<file path="src/rtl/trap_controller_pkg.sv">
// rtl/trap_controller_pkg.sv - shared CSR addresses, mcause codes and trap FSM states
package trap_controller_pkg;

    localparam logic [11:0] CSR_MSTATUS = 12'h300;
    localparam logic [11:0] CSR_MEPC    = 12'h341;
    localparam logic [11:0] CSR_MCAUSE  = 12'h342;

    localparam logic [31:0] MCAUSE_LOAD_MISALIGNED  = 32'd4;
    localparam logic [31:0] MCAUSE_STORE_MISALIGNED = 32'd6;
    localparam logic [31:0] MCAUSE_EBREAK           = 32'd3;
    localparam logic [31:0] MCAUSE_ECALL            = 32'd11;
    localparam logic [31:0] MCAUSE_EXT_IRQ          = 32'h8000_000B;

    // Offset into a vectored table for the external interrupt (4 * cause 11).
    localparam logic [31:0] EXT_IRQ_VEC_OFFSET = 32'd44;

    typedef enum logic [2:0] {
        IDLE,
        W_MEPC,
        W_MCAUSE,
        W_MSTATUS,
        RET_MSTATUS,
        REDIRECT
    } trap_state_e;

    // Trap entry: MPIE <= MIE, MIE <= 0, MPP <= M.
    function automatic logic [31:0] trap_mstatus(input logic [31:0] ms);
        logic [31:0] r;
        r        = ms;
        r[7]     = ms[3];
        r[3]     = 1'b0;
        r[12:11] = 2'b11;
        return r;
    endfunction

    // Return: MIE <= MPIE, MPIE <= 1, MPP <= U.
    function automatic logic [31:0] ret_mstatus(input logic [31:0] ms);
        logic [31:0] r;
        r        = ms;
        r[3]     = ms[7];
        r[7]     = 1'b1;
        r[12:11] = 2'b00;
        return r;
    endfunction

endpackage

</file>
<file path="src/rtl/trap_priority_enc.sv">
// rtl/trap_priority_enc.sv - combinational trap event to mcause priority encoder
module trap_priority_enc
    import trap_controller_pkg::*;
(
    input  logic        misaligned,
    input  logic        misaligned_store,
    input  logic        ebreak,
    input  logic        ecall,
    input  logic        irq_ok,
    output logic        trap_valid,
    output logic        is_irq,
    output logic [31:0] cause
);

    always_comb begin
        trap_valid = 1'b1;
        is_irq     = 1'b0;
        cause      = '0;
        if (misaligned) begin
            cause = misaligned_store ? MCAUSE_STORE_MISALIGNED : MCAUSE_LOAD_MISALIGNED;
        end else if (ebreak) begin
            cause = MCAUSE_EBREAK;
        end else if (ecall) begin
            cause = MCAUSE_ECALL;
        end else if (irq_ok) begin
            cause  = MCAUSE_EXT_IRQ;
            is_irq = 1'b1;
        end else begin
            trap_valid = 1'b0;
        end
    end

endmodule

</file>
<file path="src/rtl/trap_controller.sv">
// rtl/trap_controller.sv - machine-mode trap entry / mret sequencer driving one CSR write port
module trap_controller
    import trap_controller_pkg::*;
#(
    parameter int VECTORED_EN = 1
) (
    input  logic        clk,
    input  logic        rst,
    input  logic        ecall,
    input  logic        ebreak,
    input  logic        mret,
    input  logic        misaligned,
    input  logic        misaligned_store,
    input  logic        ext_irq,
    input  logic [31:0] pc,
    input  logic [31:0] mtvec,
    input  logic [31:0] mepc,
    input  logic [31:0] mstatus,
    input  logic        mie_meie,
    output logic        stall,
    output logic        flush,
    output logic        busy,
    output logic        redirect_valid,
    output logic [31:0] redirect_pc,
    output logic        csr_we,
    output logic [11:0] csr_waddr,
    output logic [31:0] csr_wdata
);

    trap_state_e state, state_nxt;
    logic [31:0] cause_q, pc_q;
    logic        irq_q, ret_q;

    logic        trap_valid, trap_is_irq;
    logic [31:0] trap_cause;
    logic [31:0] tvec_base;

    trap_priority_enc u_prio (
        .misaligned       (misaligned),
        .misaligned_store (misaligned_store),
        .ebreak           (ebreak),
        .ecall            (ecall),
        .irq_ok           (ext_irq & mstatus[3] & mie_meie),
        .trap_valid       (trap_valid),
        .is_irq           (trap_is_irq),
        .cause            (trap_cause)
    );

    assign tvec_base = {mtvec[31:2], 2'b00};

    always_ff @(posedge clk) begin
        if (rst) begin
            state   <= IDLE;
            cause_q <= '0;
            pc_q    <= '0;
            irq_q   <= 1'b0;
            ret_q   <= 1'b0;
        end else begin
            state <= state_nxt;
            if (state == IDLE && trap_valid) begin
                cause_q <= trap_cause;
                pc_q    <= pc;
                irq_q   <= trap_is_irq;
                ret_q   <= 1'b0;
            end else if (state == IDLE && mret) begin
                irq_q <= 1'b0;
                ret_q <= 1'b1;
            end
        end
    end

    // Outputs are gated by rst so a sequence in flight goes silent immediately.
    always_comb begin
        state_nxt      = state;
        stall          = 1'b0;
        flush          = 1'b0;
        busy           = 1'b0;
        redirect_valid = 1'b0;
        redirect_pc    = '0;
        csr_we         = 1'b0;
        csr_waddr      = '0;
        csr_wdata      = '0;
        if (!rst) begin
            busy  = (state != IDLE);
            stall = (state != IDLE);
            case (state)
                IDLE: begin
                    if (trap_valid) begin
                        stall     = 1'b1;
                        state_nxt = W_MEPC;
                    end else if (mret) begin
                        stall     = 1'b1;
                        state_nxt = RET_MSTATUS;
                    end
                end
                W_MEPC: begin
                    csr_we    = 1'b1;
                    csr_waddr = CSR_MEPC;
                    csr_wdata = pc_q;
                    state_nxt = W_MCAUSE;
                end
                W_MCAUSE: begin
                    csr_we    = 1'b1;
                    csr_waddr = CSR_MCAUSE;
                    csr_wdata = cause_q;
                    state_nxt = W_MSTATUS;
                end
                W_MSTATUS: begin
                    csr_we    = 1'b1;
                    csr_waddr = CSR_MSTATUS;
                    csr_wdata = trap_mstatus(mstatus);
                    state_nxt = REDIRECT;
                end
                RET_MSTATUS: begin
                    csr_we    = 1'b1;
                    csr_waddr = CSR_MSTATUS;
                    csr_wdata = ret_mstatus(mstatus);
                    state_nxt = REDIRECT;
                end
                REDIRECT: begin
                    flush          = 1'b1;
                    redirect_valid = 1'b1;
                    if (ret_q)
                        redirect_pc = mepc;
                    else if ((VECTORED_EN != 0) && irq_q && (mtvec[1:0] == 2'b01))
                        redirect_pc = tvec_base + EXT_IRQ_VEC_OFFSET;
                    else
                        redirect_pc = tvec_base;
                    state_nxt = IDLE;
                end
                default: state_nxt = IDLE;
            endcase
        end
    end

endmodule

</file>
<file path="config.mk">
export PLATFORM = sky130hd
export DESIGN_NAME = trap_controller
export DESIGN_NICKNAME = d
export VERILOG_FILES = /design/src/rtl/trap_controller_pkg.sv /design/src/rtl/trap_priority_enc.sv /design/src/rtl/trap_controller.sv
export SDC_FILE = /design/constraint.sdc
export NUM_CORES = 1
export LEC_CHECK = 0
export ABC_AREA = 1
export BUFFER_PORTS_ARGS = -buffer_cell sky130_fd_sc_hd__clkbuf_2
export CAP_MARGIN = 20
export CORE_ASPECT_RATIO = 0.8
export CORE_MARGIN = 3
export CORE_UTILIZATION = 44
export DETAILED_ROUTE_END_ITERATION = 16
export PLACE_DENSITY = 0.81
export SLEW_MARGIN = 20
export SYNTH_ARGS = -nofsm -noshare
export SYNTH_HDL_FRONTEND = slang
export SYNTH_SLANG_ARGS = --single-unit
</file>
<file path="constraint.sdc">
create_clock -name clk -period 2.2 [get_ports clk]
set_input_delay 0.44 -clock clk [delete_from_list [all_inputs] [get_ports clk]]
set_output_delay 0.44 -clock clk [all_outputs]
set_load 0.1 [all_outputs]
</file>
==> results of run 1 <==
## what timing repair did
action,in CTS
setup buffers,8
pin swaps,25
endpoints found under the setup margin,64
hold buffers,0
resized for setup,66
## logic make-up after synthesis
group           count (synthesis)  share of synthesized area (%)
simple gates                  371                           44.0
buf+inv                       115                           14.6
compound gates                107                           17.2
flops                          42                           23.3
xor+xnor                        2                          0.485
fa+ha+maj                       1                          0.347
other cells                     1                          0.104
## stage by stage
step	worst slack (ps)	instance area, µm²
4_1_cts	-163	6620
3_5_place_dp	-243	6260
2_1_floorplan	-394	4020
3_3_place_gp	-215	6260
==> summary.md, run 1 <==
| Metric | Value |
|---|---|
| Status | `did not finish` |
| Halt point of the flow | `global routing (5_1_grt)` |
| Error msg | `[ERROR DPL-0033] detailed placement checks failed during check placement.` |
| H-tree depth | `2` |
| Syn_area_per_cell | `5.65 µm²` |
| Initial antenna violation count | `1` |
| Worst endpoint type | `primary output` |
| Largest net degree at the start of global routing | `43` |
| Post-GRT worst EP | `redirect_pc[18]` |
| # IOs | `about 220` |
| IO Port Bufs | `208` |
| Area leader, netlist | `dfxtp_1` |
| Deepest clock path buffer count | `2` |
| Post-Synthesis Cells | `639` |
| Mapped cell area | `approximately 3600 µm²` |
| Synth top area share | `a little under a quarter` |
| Post-synthesis async set-or-reset flop share | `0%` |
| Die Wd | `between 100 and 150 µm` |
| Top cells by area, synth | `dfxtp_1 (23%), nor2_1 (18%), nand2_1 (12%), inv_1 (7.2%), nand3_1 (5.5%)` |
| CTS Sinks | `42` |
| DP Wirelength | `around 12,000 µm` |
| Flops & latches, synth | `42` |
| Root Buffer | `clkbuf_8` |
| Post-synth EDFFs | `0` |
| Die height | `about 87 µm` |
| Post-synthesis sequential area ratio | `between 20% and 30%` |
| Ys Warns | `0` |
| Commonest cells post-synth | `nor2_1 (177), nand2_1 (113), inv_1 (69)` |
| Synth Flop Type | `dfxtp_1` |
| Number of buffers created by CTS | `5` |
| Starting density of the core | `between 40 and 50%` |
| Synth cell types | `37` |
| Placer Congestion | `just under 1` |
| Placed cells | `~950` |
| Rows | `28` |
| Most common cell in the netlist | `nor2_1` |
==> run 2, diff against run 1 <==
- CORE_ASPECT_RATIO: 0.8 -> not set
- CORE_UTILIZATION: 44 -> 40
- PLACE_DENSITY: 0.81 -> not set
- PLACE_DENSITY_LB_ADDON: not set -> 0.15
==> summary.md, run 2 <==
| Metric | Value |
|---|---|
| Drt pass-1 iters | `4` |
| Flops & latches, synth | `42 (unchanged)` |
| Largest Register | `pc_q` |
| CP Cell Sequence | `clkbuf_16, inv_12, ha_4, inv_4, nand2_4, nand2_4, nand3_4, buf_6, nor2_4, xnor2_2, nand2_1, nand2_2, clkinvlp_4, buf_12` |
| Commonest cells after routing, fill and taps aside | `nor2_1 (135), clkbuf_2 (132), nand2_1 (93)` |
| Minimum clock period | `2410 ps` |
| Post-route setup TNS | `-3120 ps` |
| FF-to-FF path depth | `8` |
| Synth cell types | `37 (unchanged)` |
| Top cells by area, synth | `dfxtp_1 (23%), nor2_1 (18%), nand2_1 (12%), inv_1 (7.2%), nand3_1 (5.5%)` |
| Reg-to-reg endpoint | `pc_q[16]$_SDFFE_PP0P_` |
| Status | `complete, but fails checks` |
| Critical path's largest stage delay | `200 ps` |
| Max FFs per register | `32` |
| Post-Synthesis Cells | `639 (unchanged)` |
| Place WS | `-278 ps (-35.0 ps)` |
| Overall power | `6.45 mW` |
| Finished Layout Cells | `~1,000` |
| Skew final | `5.75 ps` |
| Worst-Skew Late Latency | `300 ps` |
| Layout cell share with drive strength beyond 1 | `about half` |
| Hold path startpoint | `pc[7]` |
| Starting density of the core | `41.2% (-5.9 points)` |
| Core Box Area | `between 8000 and 9000 µm²` |
| Final setup viols | `36` |
| Worst path top cell family by delay | `buffers and inverters` |
| H-tree depth | `2 (unchanged)` |
| Layout net count | `1,026` |
| WL final | `15,300 µm` |
| Most common cell in the netlist | `nor2_1` |
| Root Buffer | `clkbuf_8` |
| Area leader, netlist | `dfxtp_1` |
| Ys Warns | `0 (unchanged)` |
| Post-synthesis async set-or-reset flop share | `0% (unchanged)` |
| Commonest cells post-synth | `nor2_1 (177), nand2_1 (113), inv_1 (69)` |
| IO Port Bufs | `208 (unchanged)` |
| Via Count | `5,199` |
| Hold Crit Class | `in -> reg` |
| Synth Flop Type | `dfxtp_1` |
| Die height | `101 µm (+16%)` |
| Number of buffers created by CTS | `5 (unchanged)` |
| Vias in the first global route | `roughly 4,800` |
| Initial antenna violation count | `0` |
| Remaining DRCs | `0` |
| Rows | `34 (+21%)` |
| Deepest clock path buffer count | `2 (unchanged)` |
| Reg2reg start | `state[0]$_SDFFE_PP0P_` |
| Worst Tran Pin Value | `about 540 ps` |
| CP Launch Type | `primary input` |
| CP required | `1760 ps` |
| Critical path's most frequent cell | `nand2_4` |
| Hold Slack | `about 370 ps` |
| DRT antenna net count | `0` |
| Max-slew headroom | `63.7%` |
| Placer Congestion | `0.879 (-9.5%)` |
| Crit Path Class | `in -> out` |
| CTS clk-pin slew, worst paths | `roughly 80 ps` |
| GR Overflow Total | `0` |
| Placed cells | `955 (+1.1%)` |
| Peak Freq | `about 0.42 GHz` |
| WP data arrival | `1970 ps` |
| Element type at the critical path end | `output port` |
| Final Hold Vio Count | `0` |
| Initial DRC count | `approximately 170` |
| Leak Pwr | `around 3.3 nW` |
| Hold path depth | `3` |
| # IOs | `218 (unchanged)` |
| Post-synth EDFFs | `0 (unchanged)` |
| Wire per inst | `around 15 µm` |
| CP Buf/Inv Count | `6` |
| Slowest cell on the critical path | `nor2_4` |
| CTS tree | `yes` |
| Worst Hold Path EP | `pc_q[7]$_SDFFE_PP0P_` |
| CTS Sinks | `42 (unchanged)` |
| Die Wd | `101 µm (-5.8%)` |
| Via density | `~5.2` |
| PnR worst setup slack | `-209 ps` |
| Post-route clock period utilization | `109%` |
| Pwr dens | `886 nW/µm²` |
| Synth top area share | `23.3% (unchanged)` |
| Area Overhead vs Synth | `102%` |
| Failing checks | `setup timing` |
| Gr usage total | `between 20 and 30%` |
| Most common cell after layout, fill and taps aside | `nor2_1` |
| RSZ-0062 raised after global routing | `true` |
| Syn_area_per_cell | `5.65 µm² (unchanged)` |
| Reg2reg setup slack | `approximately 420 ps` |
| Mapped cell area | `3610 µm² (unchanged)` |
| Largest net degree at the start of global routing | `42` |
| Post-synthesis sequential area ratio | `23.3% (unchanged)` |
| Number of diodes | `0` |
| Max Cap Viol | `0` |
| Global-route wire length before repair | `21,800 µm` |
| Top Registers | `pc_q (32), cause_q (5), state (3)` |
| Slew Viols, Final | `0` |
| Worst IR Drop VDD | `879 µV` |
| Worst Path Max Fanout | `6` |
| Die area | `approximately 10,000 µm²` |
| DP Wirelength | `10,500 µm (-11%)` |
[run 2: logic make-up (layout without fill, tap and decap cells)]
| group | count (synthesis) | in the layout | share of synthesized area, % |
|---|---|---|---|
| simple gates | 371 | 371 | 44.0 |
| other cells | 1 | 7 | 0.104 |
| buf+inv | 115 | 359 | 14.6 |
| compound gates | 107 | 107 | 17.2 |
| fa+ha+maj | 1 | 1 | 0.347 |
| flops | 42 | 42 | 23.3 |
| xor+xnor | 2 | 2 | 0.485 |
[run 2: report_power, final]
group          switching [mW]  internal, mW
combinational            2.81          1.64
clock                   0.279         0.484
sequential              0.203          1.04
total                    3.29          3.16
[run 2: worst max-delay path by stage]
stage	startpoint	end	slack [ps]	cells after the start
2_1_floorplan	rst	csr_wdata[11]	-390	3
3_3_place_gp	mtvec[3]	redirect_pc[26]	-220	15
3_5_place_dp	mtvec[3]	redirect_pc[14]	-280	14
4_1_cts	mtvec[3]	redirect_pc[14]	-160	14
5_1_grt	mtvec[2]	redirect_pc[18]	-310	15
6_report	mtvec[2]	redirect_pc[14]	-210	14
[run 2: layout make-up]
class	count	area [µm²]
clock inverter	2	60.1
sequential	42	853
clock buffer	6	82.6
inverter	75	390
multi-input combinational	488	2870
tap	108	135
timing repair buffer	276	2890
fill	554	1480
[run 2: timing repair]
action	CTS	global route
pin swaps	20	36
hold buffers	0	0
setup buffers	16	16
gates resized for setup	52	80
cloned	2	3
setup endpoints to repair	61	61
endpoints found under the hold margin	0	0
[run 2: layer usage]
metal | routed length (µm) | vias up | track usage (%)
met5 | 0 | - | 0
met1 | 5470 | 2377 | 28.8
li1 | - | 2531 | -
met2 | 8080 | 247 | 48.5
met4 | 474 | 0 | 8.79
met3 | 1280 | 44 | 5.54
[run 2: stage by stage]
stage,area [µm²],utilization (%)
floorplan,4020,-
global placement,6330,72.2
finish,7280,83.1
global route,7280,83.1
CTS,6840,78.1
detailed placement,6330,72.2
[run 2: worst reg2reg max path, cell delays in order (launching register included)]
cell and delay [ps]:
dfxtp_4 380, nor2_4 130, inv_4 60, buf_12 120, nor2_4 160, nand2_2 170, inv_2 450, nor2_1 120
nor2_1 140
Note: power is estimated with default switching activity, not from simulation.
